File: src/rtl/id_stage_if.sv
// id_stage_if: bundles the fetch, write-back and execute-facing signals of the
// decode stage.
//   master : drives the fetch/write-back inputs and observes the decode results
//            (fetch/write-back side or testbench).
//   slave  : the decode stage itself.
//   Fetch side     : if_instruction, if_pc in; branch_taken, branch_address out.
//   Write-back     : wb_en, wb_dest, wb_value in.
//   Execute side   : id_pc, exe_cmd, val1, val2, st_value, dest, wb_en_out,
//                    mem_r_en, mem_w_en out.
interface id_stage_if;
    logic [31:0] if_instruction;
    logic [31:0] if_pc;
    logic        wb_en;
    logic [4:0]  wb_dest;
    logic [31:0] wb_value;
    logic        branch_taken;
    logic [31:0] branch_address;
    logic [31:0] id_pc;
    logic [3:0]  exe_cmd;
    logic [31:0] val1;
    logic [31:0] val2;
    logic [31:0] st_value;
    logic [4:0]  dest;
    logic        wb_en_out;
    logic        mem_r_en;
    logic        mem_w_en;

    modport master (
        output if_instruction, if_pc, wb_en, wb_dest, wb_value,
        input  branch_taken, branch_address, id_pc, exe_cmd, val1, val2,
               st_value, dest, wb_en_out, mem_r_en, mem_w_en
    );

    modport slave (
        input  if_instruction, if_pc, wb_en, wb_dest, wb_value,
        output branch_taken, branch_address, id_pc, exe_cmd, val1, val2,
               st_value, dest, wb_en_out, mem_r_en, mem_w_en
    );
endinterface

File: src/rtl/id_stage.sv
// id_stage: instruction-decode stage. Holds the IF/ID pipeline register and
// the 32x32 register file, decodes the 6-bit-opcode ISA into execute controls
// and operands, and resolves BEZ/BNE/JMP in decode (taken branch redirects
// fetch and squashes the wrong-path instruction).
//   clk  : rising-edge clock
//   rst  : synchronous, active-high reset
//   bus  : id_stage_if.slave (fetch inputs, write-back port, decode outputs)
// All decode outputs are combinational from IF/ID and the register file.
module id_stage (
    input  logic      clk,
    input  logic      rst,
    id_stage_if.slave bus
);

    localparam logic [3:0] CMD_ADD  = 4'd0;
    localparam logic [3:0] CMD_SUB  = 4'd2;
    localparam logic [3:0] CMD_AND  = 4'd4;
    localparam logic [3:0] CMD_OR   = 4'd5;
    localparam logic [3:0] CMD_NOR  = 4'd6;
    localparam logic [3:0] CMD_XOR  = 4'd7;
    localparam logic [3:0] CMD_SHL  = 4'd8;
    localparam logic [3:0] CMD_SRA  = 4'd9;
    localparam logic [3:0] CMD_SRL  = 4'd10;
    localparam logic [3:0] CMD_NONE = 4'd15;

    typedef enum logic [5:0] {
        OP_NOP  = 6'd0,
        OP_ADD  = 6'd1,
        OP_SUB  = 6'd3,
        OP_AND  = 6'd5,
        OP_OR   = 6'd6,
        OP_NOR  = 6'd7,
        OP_XOR  = 6'd8,
        OP_SLA  = 6'd9,
        OP_SLL  = 6'd10,
        OP_SRA  = 6'd11,
        OP_SRL  = 6'd12,
        OP_ADDI = 6'd32,
        OP_SUBI = 6'd33,
        OP_LD   = 6'd36,
        OP_ST   = 6'd37,
        OP_BEZ  = 6'd40,
        OP_BNE  = 6'd41,
        OP_JMP  = 6'd42
    } opcode_e;

    logic [31:0] ifid_instr;
    logic [31:0] ifid_pc;
    logic [31:0] regs [32];

    logic [5:0]  op;
    logic [4:0]  s1;
    logic [4:0]  s2;
    logic [4:0]  rd;
    logic [31:0] imm;
    logic [31:0] rd1;
    logic [31:0] rd2;

    logic [3:0]  cmd;
    logic        we;
    logic        mr;
    logic        mw;
    logic [4:0]  dst;
    logic [31:0] v2;
    logic        taken;

    assign op  = ifid_instr[31:26];
    assign s1  = ifid_instr[25:21];
    assign s2  = ifid_instr[20:16];
    assign rd  = ifid_instr[15:11];
    assign imm = {{16{ifid_instr[15]}}, ifid_instr[15:0]};

    // Register reads: R0 is hard zero; a write-back in flight to the same
    // index is returned in the same cycle (write-through bypass).
    always_comb begin
        rd1 = '0;
        if (s1 != 5'd0) begin
            rd1 = (bus.wb_en && bus.wb_dest == s1) ? bus.wb_value : regs[s1];
        end
    end

    always_comb begin
        rd2 = '0;
        if (s2 != 5'd0) begin
            rd2 = (bus.wb_en && bus.wb_dest == s2) ? bus.wb_value : regs[s2];
        end
    end

    always_comb begin
        cmd   = CMD_NONE;
        we    = 1'b0;
        mr    = 1'b0;
        mw    = 1'b0;
        dst   = rd;
        v2    = rd2;
        taken = 1'b0;
        case (op)
            OP_ADD:  begin cmd = CMD_ADD; we = 1'b1; end
            OP_SUB:  begin cmd = CMD_SUB; we = 1'b1; end
            OP_AND:  begin cmd = CMD_AND; we = 1'b1; end
            OP_OR:   begin cmd = CMD_OR;  we = 1'b1; end
            OP_NOR:  begin cmd = CMD_NOR; we = 1'b1; end
            OP_XOR:  begin cmd = CMD_XOR; we = 1'b1; end
            OP_SLA:  begin cmd = CMD_SHL; we = 1'b1; end
            OP_SLL:  begin cmd = CMD_SHL; we = 1'b1; end
            OP_SRA:  begin cmd = CMD_SRA; we = 1'b1; end
            OP_SRL:  begin cmd = CMD_SRL; we = 1'b1; end
            OP_ADDI: begin cmd = CMD_ADD; we = 1'b1; dst = s2; v2 = imm; end
            OP_SUBI: begin cmd = CMD_SUB; we = 1'b1; dst = s2; v2 = imm; end
            OP_LD:   begin cmd = CMD_ADD; we = 1'b1; mr = 1'b1; dst = s2; v2 = imm; end
            OP_ST:   begin cmd = CMD_ADD; mw = 1'b1; v2 = imm; end
            OP_BEZ:  taken = (rd1 == 32'd0);
            OP_BNE:  taken = (rd1 != rd2);
            OP_JMP:  taken = 1'b1;
            default: ;
        endcase
    end

    assign bus.branch_taken   = taken;
    assign bus.branch_address = ifid_pc + 32'd4 + {imm[29:0], 2'b00};
    assign bus.id_pc          = ifid_pc;
    assign bus.exe_cmd        = cmd;
    assign bus.val1           = rd1;
    assign bus.val2           = v2;
    assign bus.st_value       = rd2;
    assign bus.dest           = we ? dst : 5'd0;
    assign bus.wb_en_out      = we;
    assign bus.mem_r_en       = mr;
    assign bus.mem_w_en       = mw;

    // A taken branch squashes the instruction fetched behind it; the PC is
    // still captured so the bubble carries the flushed address.
    always_ff @(posedge clk) begin
        if (rst) begin
            ifid_instr <= '0;
            ifid_pc    <= '0;
        end else begin
            ifid_instr <= taken ? 32'd0 : bus.if_instruction;
            ifid_pc    <= bus.if_pc;
        end
    end

    always_ff @(posedge clk) begin
        if (rst) begin
            regs <= '{default: '0};
        end else if (bus.wb_en && bus.wb_dest != 5'd0) begin
            regs[bus.wb_dest] <= bus.wb_value;
        end
    end

endmodule

File: src/flat_wrapper.sv
// flat-port wrapper written by rule: the top's interface ports become plain ports
module id_stage_flat 
  (clk, rst, bus_if_instruction, bus_if_pc, bus_wb_en, bus_wb_dest, bus_wb_value, bus_branch_taken, bus_branch_address, bus_id_pc, bus_exe_cmd, bus_val1, bus_val2, bus_st_value, bus_dest, bus_wb_en_out, bus_mem_r_en, bus_mem_w_en);
  id_stage_if bus_i ();
  input  logic clk;
  input  logic rst;
  input wire logic [$bits(bus_i.if_instruction)-1:0] bus_if_instruction;
  input wire logic [$bits(bus_i.if_pc)-1:0] bus_if_pc;
  input wire logic [$bits(bus_i.wb_en)-1:0] bus_wb_en;
  input wire logic [$bits(bus_i.wb_dest)-1:0] bus_wb_dest;
  input wire logic [$bits(bus_i.wb_value)-1:0] bus_wb_value;
  output wire logic [$bits(bus_i.branch_taken)-1:0] bus_branch_taken;
  output wire logic [$bits(bus_i.branch_address)-1:0] bus_branch_address;
  output wire logic [$bits(bus_i.id_pc)-1:0] bus_id_pc;
  output wire logic [$bits(bus_i.exe_cmd)-1:0] bus_exe_cmd;
  output wire logic [$bits(bus_i.val1)-1:0] bus_val1;
  output wire logic [$bits(bus_i.val2)-1:0] bus_val2;
  output wire logic [$bits(bus_i.st_value)-1:0] bus_st_value;
  output wire logic [$bits(bus_i.dest)-1:0] bus_dest;
  output wire logic [$bits(bus_i.wb_en_out)-1:0] bus_wb_en_out;
  output wire logic [$bits(bus_i.mem_r_en)-1:0] bus_mem_r_en;
  output wire logic [$bits(bus_i.mem_w_en)-1:0] bus_mem_w_en;
  assign bus_i.if_instruction = bus_if_instruction;
  assign bus_i.if_pc = bus_if_pc;
  assign bus_i.wb_en = bus_wb_en;
  assign bus_i.wb_dest = bus_wb_dest;
  assign bus_i.wb_value = bus_wb_value;
  assign bus_branch_taken = bus_i.branch_taken;
  assign bus_branch_address = bus_i.branch_address;
  assign bus_id_pc = bus_i.id_pc;
  assign bus_exe_cmd = bus_i.exe_cmd;
  assign bus_val1 = bus_i.val1;
  assign bus_val2 = bus_i.val2;
  assign bus_st_value = bus_i.st_value;
  assign bus_dest = bus_i.dest;
  assign bus_wb_en_out = bus_i.wb_en_out;
  assign bus_mem_r_en = bus_i.mem_r_en;
  assign bus_mem_w_en = bus_i.mem_w_en;
  id_stage u_core (.clk(clk), .rst(rst), .bus(bus_i));
endmodule
File: config.mk
export PLATFORM = sky130hd
export DESIGN_NAME = id_stage_flat
export DESIGN_NICKNAME = d
export VERILOG_FILES = /design/src/rtl/id_stage_if.sv /design/src/rtl/id_stage.sv /design/src/flat_wrapper.sv
export SDC_FILE = /design/constraint.sdc
export NUM_CORES = 2
export LEC_CHECK = 0
export BUFFER_PORTS_ARGS = -buffer_cell sky130_fd_sc_hd__buf_2
export CAP_MARGIN = 20
export CORE_ASPECT_RATIO = 1.2
export CORE_MARGIN = 1
export CORE_UTILIZATION = 50
export CTS_CLUSTER_DIAMETER = 40
export DETAILED_ROUTE_END_ITERATION = 8
export MAX_ROUTING_LAYER = met4
export PLACE_DENSITY_LB_ADDON = 0.12
export SKIP_CTS_REPAIR_TIMING = 1
export SYNTH_ARGS = -nofsm -noshare
export SYNTH_HDL_FRONTEND = slang
export SYNTH_SLANG_ARGS = --single-unit
File: constraint.sdc
create_clock -name clk -period 3.9 [get_ports clk]
set_input_delay 0.195 -clock clk [delete_from_list [all_inputs] [get_ports clk]]
set_output_delay 0.195 -clock clk [all_outputs]
set_load 0.01 [all_outputs]
## Word-level counts from Yosys, hierarchy flattened

Cells that the tools add are included.

| word-level totals | value |
|---|---|
| flip-flop bits (word level) | 1088 |
| latch bits | 0 |
| bits in writable memories | 0 |
| bits in read-only memories | 0 |
| input bits | 104 |
| output and inout port bits | 173 |
| word-level logic and storage cells | 99 |
| memories | 0 |

| operators by class | value |
|---|---|
| add/subtract/negate cells | 2 |
| multipliers | 0 |
| divide/modulo/power cells | 0 |
| $lt $le $gt $ge | 4 |
| eq/ne operators | 20 |
| shifts and indexed selects | 0 |
| mux-type cells | 21 |
| bitwise gates (word level) | 3 |
| reductions and logical operators | 15 |

Operators with widths:

| operator | number |
|---|---|
| 1024-bit bitwise mux | 1 |
| 32-bit binary-select mux with 5-bit select | 2 |
| 32-bit two-way mux | 10 |
| 32-bit demux with 5-bit select | 1 |
| 6-bit equality test (second input constant) | 7 |
| 4-bit one-hot mux with 9 select lines | 1 |
| 32-bit by 3-bit adder with 32-bit output (second input constant) | 1 |
| 32-bit adder | 1 |
| 32-bit zero test | 1 |
| 32-bit != test | 1 |
| 6-bit by 4-bit equality test with 1-bit output (second input constant) | 5 |
| 6-bit by 3-bit equality test with 1-bit output (second input constant) | 3 |
| 6-bit greater-or-equal comparator (second input constant) | 3 |
| 5-bit NOT with 6-bit output | 3 |
| 5-bit nonzero test | 3 |
| 13-bit OR reduction | 1 |
| 5-bit equality test | 2 |
| 5-bit two-way mux | 2 |
| 4-bit OR reduction | 2 |
| 6-bit by 1-bit equality test with 1-bit output (second input constant) | 1 |
| 6-bit by 2-bit equality test with 1-bit output (second input constant) | 1 |
| 6-bit by 1-bit < comparator with 1-bit output (second input constant) | 1 |
| 2-bit OR reduction | 3 |
| 1-bit logical AND | 4 |
| other kinds (3) | 5 |

## Longest topological paths before layout

| logic depth | value |
|---|---|
| depth in word-level cells | 9 |
| depth in mapped cells | 17 |
| gate-level depth less buffers | 15 |

## Least setup slack after synthesis

No wires, ideal clock.

| timing path | value |
|---|---|
| kind | register to output |
| from | register u_core.ifid_instr[18] |
| to | output bus_branch_taken |
| data arrival time | 3.519 ns |
| required time | 3.705 ns |
| slack | 0.186 ns |
| stages on the path, launching flop included | 14 |
| path buffers | 3 |
| cell sequence | dfxtp_1 buf_2 xor2_1 or4b_4 o21ai_1 clkbuf_1 a211oi_1 nor4_1 xnor2_1 nand3_1 a2111oi_4 nand4b_4 buf_6 a21o_1 |

| on the way | value |
|---|---|
| cells in the longest elaborated chain, start to end | 8 |
| elaborated cells on any way between the ends | 11 |
| those cells by class | eq/ne (2); mux (6); bitwise (1); reduce/logical (2) |

RTL lines:

| item | line | RTL |
|---|---|---|
| start, declared | id_stage.sv:47 | `logic [31:0] ifid_instr;` |
| start signal, assigned | id_stage.sv:138 | `ifid_instr <= taken ? 32'd0 : bus.if_instruction;` |
| 5-bit NOT with 6-bit output (implied by the code) | id_stage.sv:85 | `rd2 = (bus.wb_en && bus.wb_dest == s2) ? bus.wb_value : regs[s2];` |
| 32-bit binary-select mux with 5-bit select | id_stage.sv:85 |  |
| 32-bit two-way mux (implied by the code) (2 in a row) | id_stage.sv:85 |  |
| 32-bit two-way mux | id_stage.sv:85 |  |
| 32-bit two-way mux * | id_stage.sv:84 | `if (s2 != 5'd0) begin` |
| via bus_st_value[26] | flat_wrapper.sv:18 | `output wire logic [$bits(bus_i.st_value)-1:0] bus_st_value;` |
| 32-bit != test * | id_stage.sv:113 | `OP_BNE: taken = (rd1 != rd2);` |
| 1-bit one-hot mux with 3 select lines * | id_stage.sv:97 | `case (op)` |
| end, declared | flat_wrapper.sv:12 | `output wire logic [$bits(bus_i.branch_taken)-1:0] bus_branch_taken;` |

Mark *: on every way through the listed nets, which the timed path passes. The rest lies on a longest branch. The select of a mux whose other input is x is not followed.

## Worst setup path in the final report

| timing path | value |
|---|---|
| from | register u_core.ifid_instr[21] |
| to | output bus_branch_taken |

| on the way | value |
|---|---|
| cells in the longest elaborated chain, start to end | 8 |
| elaborated cells on any way between the ends | 12 |
| those cells by class | eq/ne (2); mux (6); bitwise (1); reduce/logical (3) |

RTL lines:

| item | line | RTL |
|---|---|---|
| 5-bit NOT with 6-bit output (implied by the code) | id_stage.sv:78 | `rd1 = (bus.wb_en && bus.wb_dest == s1) ? bus.wb_value : regs[s1];` |
| 32-bit binary-select mux with 5-bit select | id_stage.sv:78 |  |
| 32-bit two-way mux (implied by the code) (2 in a row) | id_stage.sv:78 |  |
| 32-bit two-way mux | id_stage.sv:78 |  |
| 32-bit two-way mux * | id_stage.sv:77 | `if (s1 != 5'd0) begin` |
| 32-bit != test / 32-bit zero test (equally long branches) | id_stage.sv:113, id_stage.sv:112 |  |
| 1-bit one-hot mux with 3 select lines * | id_stage.sv:97 |  |

Mark *: on every way between the ends. The rest lies on a longest branch, timed or not. The select of a mux whose other input is x is not followed.

==> results by group <==
STA
  • Layout Skew: roughly 0.032 ns
  • Hold Slack: ~0.013 ns
  • RSZ-0062 raised after global routing: true
  • Final Max Tran Viols: 0
  • Setup TNS: -11.51 ns
  • Relative slew slack: 0.210
  • Crit share post-route: 1.26
  • Final hold vios: 0
  • Worst setup margin: -0.995 ns
  • Slew of the pin with the lowest slew margin: ~1.2 ns
  • Achievable Freq: 0.204 GHz
  • Final setup viols: 57
  • Final min period: slightly below 5 ns

Clock network
  • Bufs on Longest Clock Path: 3
  • CTS root buffer: clkbuf_16
  • # H-tree levels: 4
  • Clk Latency, worst-skew pair: between 0.8 and 0.9 ns
  • CTS sink cnt: around 1100
  • TritonCTS clock tree: yes
  • Cts bufs inserted: 152
  • Worst-path clk slew: about 0.06 ns

Logic synthesis
  • Seq/Total Area, Yosys: 0.376
  • Cell Area, Synth: roughly 58000 µm²
  • Synthesis Warnings: 0
  • Flops & latches, synth: about 1100
  • Post-synth EDFFs: 0
  • Yosys top cell area share: 0.376
  • Asr flop ratio synth: 0
  • Top area cells in the synthesized netlist: dfxtp_1 38%, mux4_2 19%, nand2_1 14%, a21oi_1 9.3%, clkbuf_1 3.2%
  • Gate count of the mapped netlist: about 6600
  • Mapped Nets: between 6000 and 7000
  • Yosys cell types: ~100
  • Post-synthesis area per instance: 8.80 µm²
  • Synth area leader: dfxtp_1
  • Main synth FF type: dfxtp_1

Power and ir drop
  • Total power: ~30 mW
  • Peak supply drop: about 0.35 mV
  • Pwr dens: 410 nW/µm²
  • Standby leakage power: about 26 nW

Finish
  • Layout area overhead: 26.4%
  • Nets: between 7000 and 8000
  • Core Util, Final: 0.639
  • Fin cells: between 8000 and 9000
  • Cell area after layout: 73300 µm²
  • Commonest non-fill, non-tap cell in the layout: nand2_1
  • Layout cells sized above 1: 0.284
  • Most frequent cells in the layout: 2098 x nand2_1, 1071 x dfxtp_1, 1054 x a21oi_1, 565 x buf_4, 485 x mux4_2

Placed design
  • Worst slack, placed: -0.410 ns
  • PortBufs: about 280
  • Dpl hpwl: between 150000 and 200000 µm
  • GPL Wtd Cong: roughly 1.1
  • Post-Place Cell Area: ~64000 µm²
  • Placed cells: just over 8000

Drt
  • ANT nets after route: 0
  • Total Wirelength: about 270000 µm
  • # DRC: 0
  • Length of the first detailed-routing pass in iterations: 8
  • WL/cell: just over 30 µm
  • Via-per-instance ratio: approximately 6.6
  • Vias: between 50000 and 60000
  • Initial DRC Count: between 8000 and 9000

Worst setup path
  • CP Launch Type: register
  • Worst Path Class, Setup: reg2out
  • Critical Path RT: 3.70 ns
  • Arr. time, crit path: 4.70 ns
  • CP Max Fanout: 12
  • Setup crit end kind: output pin

GRT
  • GRT Overall Usage: 0.462
  • Initial antenna violation count: 12
  • Vias in the first global route: approximately 53000
  • Largest net degree at the start of global routing: 125
  • First-pass GRT wire length: 379000 µm
  • GRT overflow: 0

Floorplanning
  • Initial core utilization: 0.505
  • I/O pin cnt: 277
  • Area of the core: around 110000 µm²
  • Row cnt: between 100 and 150
  • Die span in y: around 370 µm
  • Die W: between 300 and 400 µm
  • Die Area: between 100000 and 150000 µm²

Worst hold path
  • Hold Path Class: in2reg

Run status
  • Failing checks: negative setup slack
  • Status: finished with violations

Flow run
  • Max Cap Viol: 0
==> sequential cells by signal (all words and copies together), names as in the netlist <==
signal / cells
u_core.ifid_instr: 32
u_core.bus.id_pc: 32
u_core.regs: 1024
==> where the power goes <==
| group | leakage, nW | internal (mW) | switching [mW] |
|---|---|---|---|
| clock network | 2.64 | 9.14 | 5.66 |
| registers | 8.79 | 11.2 | 0.111 |
| logic | 14.7 | 1.49 | 2.38 |
| total | 26.1 | 21.9 | 8.15 |
==> logic make-up after synthesis <==
family                   after synthesis  share of synthesized area
AND/OR/NAND/NOR                     2543                      0.177
AO/OA/AOI/OAI                       1504                      0.153
flip-flops                          1088                      0.376
buffers and inverters                728                     0.0596
multiplexers                         601                      0.213
XOR/XNOR                              63                    0.00952
adder cells (fa/ha/maj)               58                     0.0126
==> layout make-up <==
| type | count | area (µm²) |
|---|---|---|
| fill | 9499 | 41400 |
| multi-input combinational | 4769 | 34500 |
| sequential | 1088 | 21800 |
| timing repair buffer | 1082 | 9360 |
| clock buffer | 194 | 4300 |
| tap | 1518 | 1900 |
| clock inverter | 87 | 1110 |
| inverter | 67 | 254 |
| antenna | 14 | 35.0 |
==> metal layers <==
metal | vias up | part of all wire | track usage | wire [µm]
li1 | 24273 | - | - | -
met1 | 28237 | 0.36 | 0.568 | 97900
met2 | 4467 | 0.43 | 0.659 | 118000
met3 | 1121 | 0.13 | 0.122 | 34900
met4 | 0 | 0.085 | 0.322 | 23200
met5 | - | 0 | - | 0
==> Yosys cell counts (17+ instances only) <==
cell / instances
mux2i_1: 89
mux4_2: 485
xor2_1: 22
nand3_1: 34
dfxtp_1: 1088
nor2_1: 139
buf_1: 18
clkbuf_1: 501
a221oi_1: 24
nor2b_1: 83
buf_4: 27
inv_1: 63
o21ai_1: 19
ha_1: 57
a21oi_1: 1077
a22o_1: 20
buf_6: 30
buf_2: 52
nand2b_1: 20
a2111oi_2: 30
nand2_1: 2133
nor3_1: 36
o21ai_0: 58
o211ai_1: 17
xnor2_1: 41
a22oi_1: 95
o22ai_1: 36
a21o_1: 21
==> worst paths after layout <==
| path | startpoint | slack (ns) | to | cells after the start |
|---|---|---|---|---|
| max | u_core.ifid_instr[21]$_SDFF_PP0_ | -0.99 | bus_branch_taken | 17 |
| min | bus_wb_value[7] | 0.01 | u_core.regs[711]$_SDFFE_PP0P_ | 4 |
| max reg2reg | u_core.ifid_instr[21]$_SDFF_PP0_ | -0.33 | u_core.ifid_instr[22]$_SDFF_PP0_ | 18 |
| min reg2reg | u_core.regs[554]$_SDFFE_PP0P_ | 0.46 | u_core.regs[554]$_SDFFE_PP0P_ | 2 |
==> worst max-delay path, stage by stage, from the launching register on <==
cell and delay [ns]:
dfxtp_4 0.38, buf_12 0.17, buf_16 0.16, buf_12 0.15
buf_4 0.14, mux4_2 0.31, mux2i_1 0.06, mux2i_1 0.47
o221ai_1 0.20, nor2_1 0.28, xor2_2 0.31, nand4_2 0.21
a2111oi_4 0.22, buf_4 0.18, nand4b_4 0.14, buf_12 0.18
a21o_1 0.16, buf_2 0.14
Note: power is estimated with default switching activity, not from simulation.
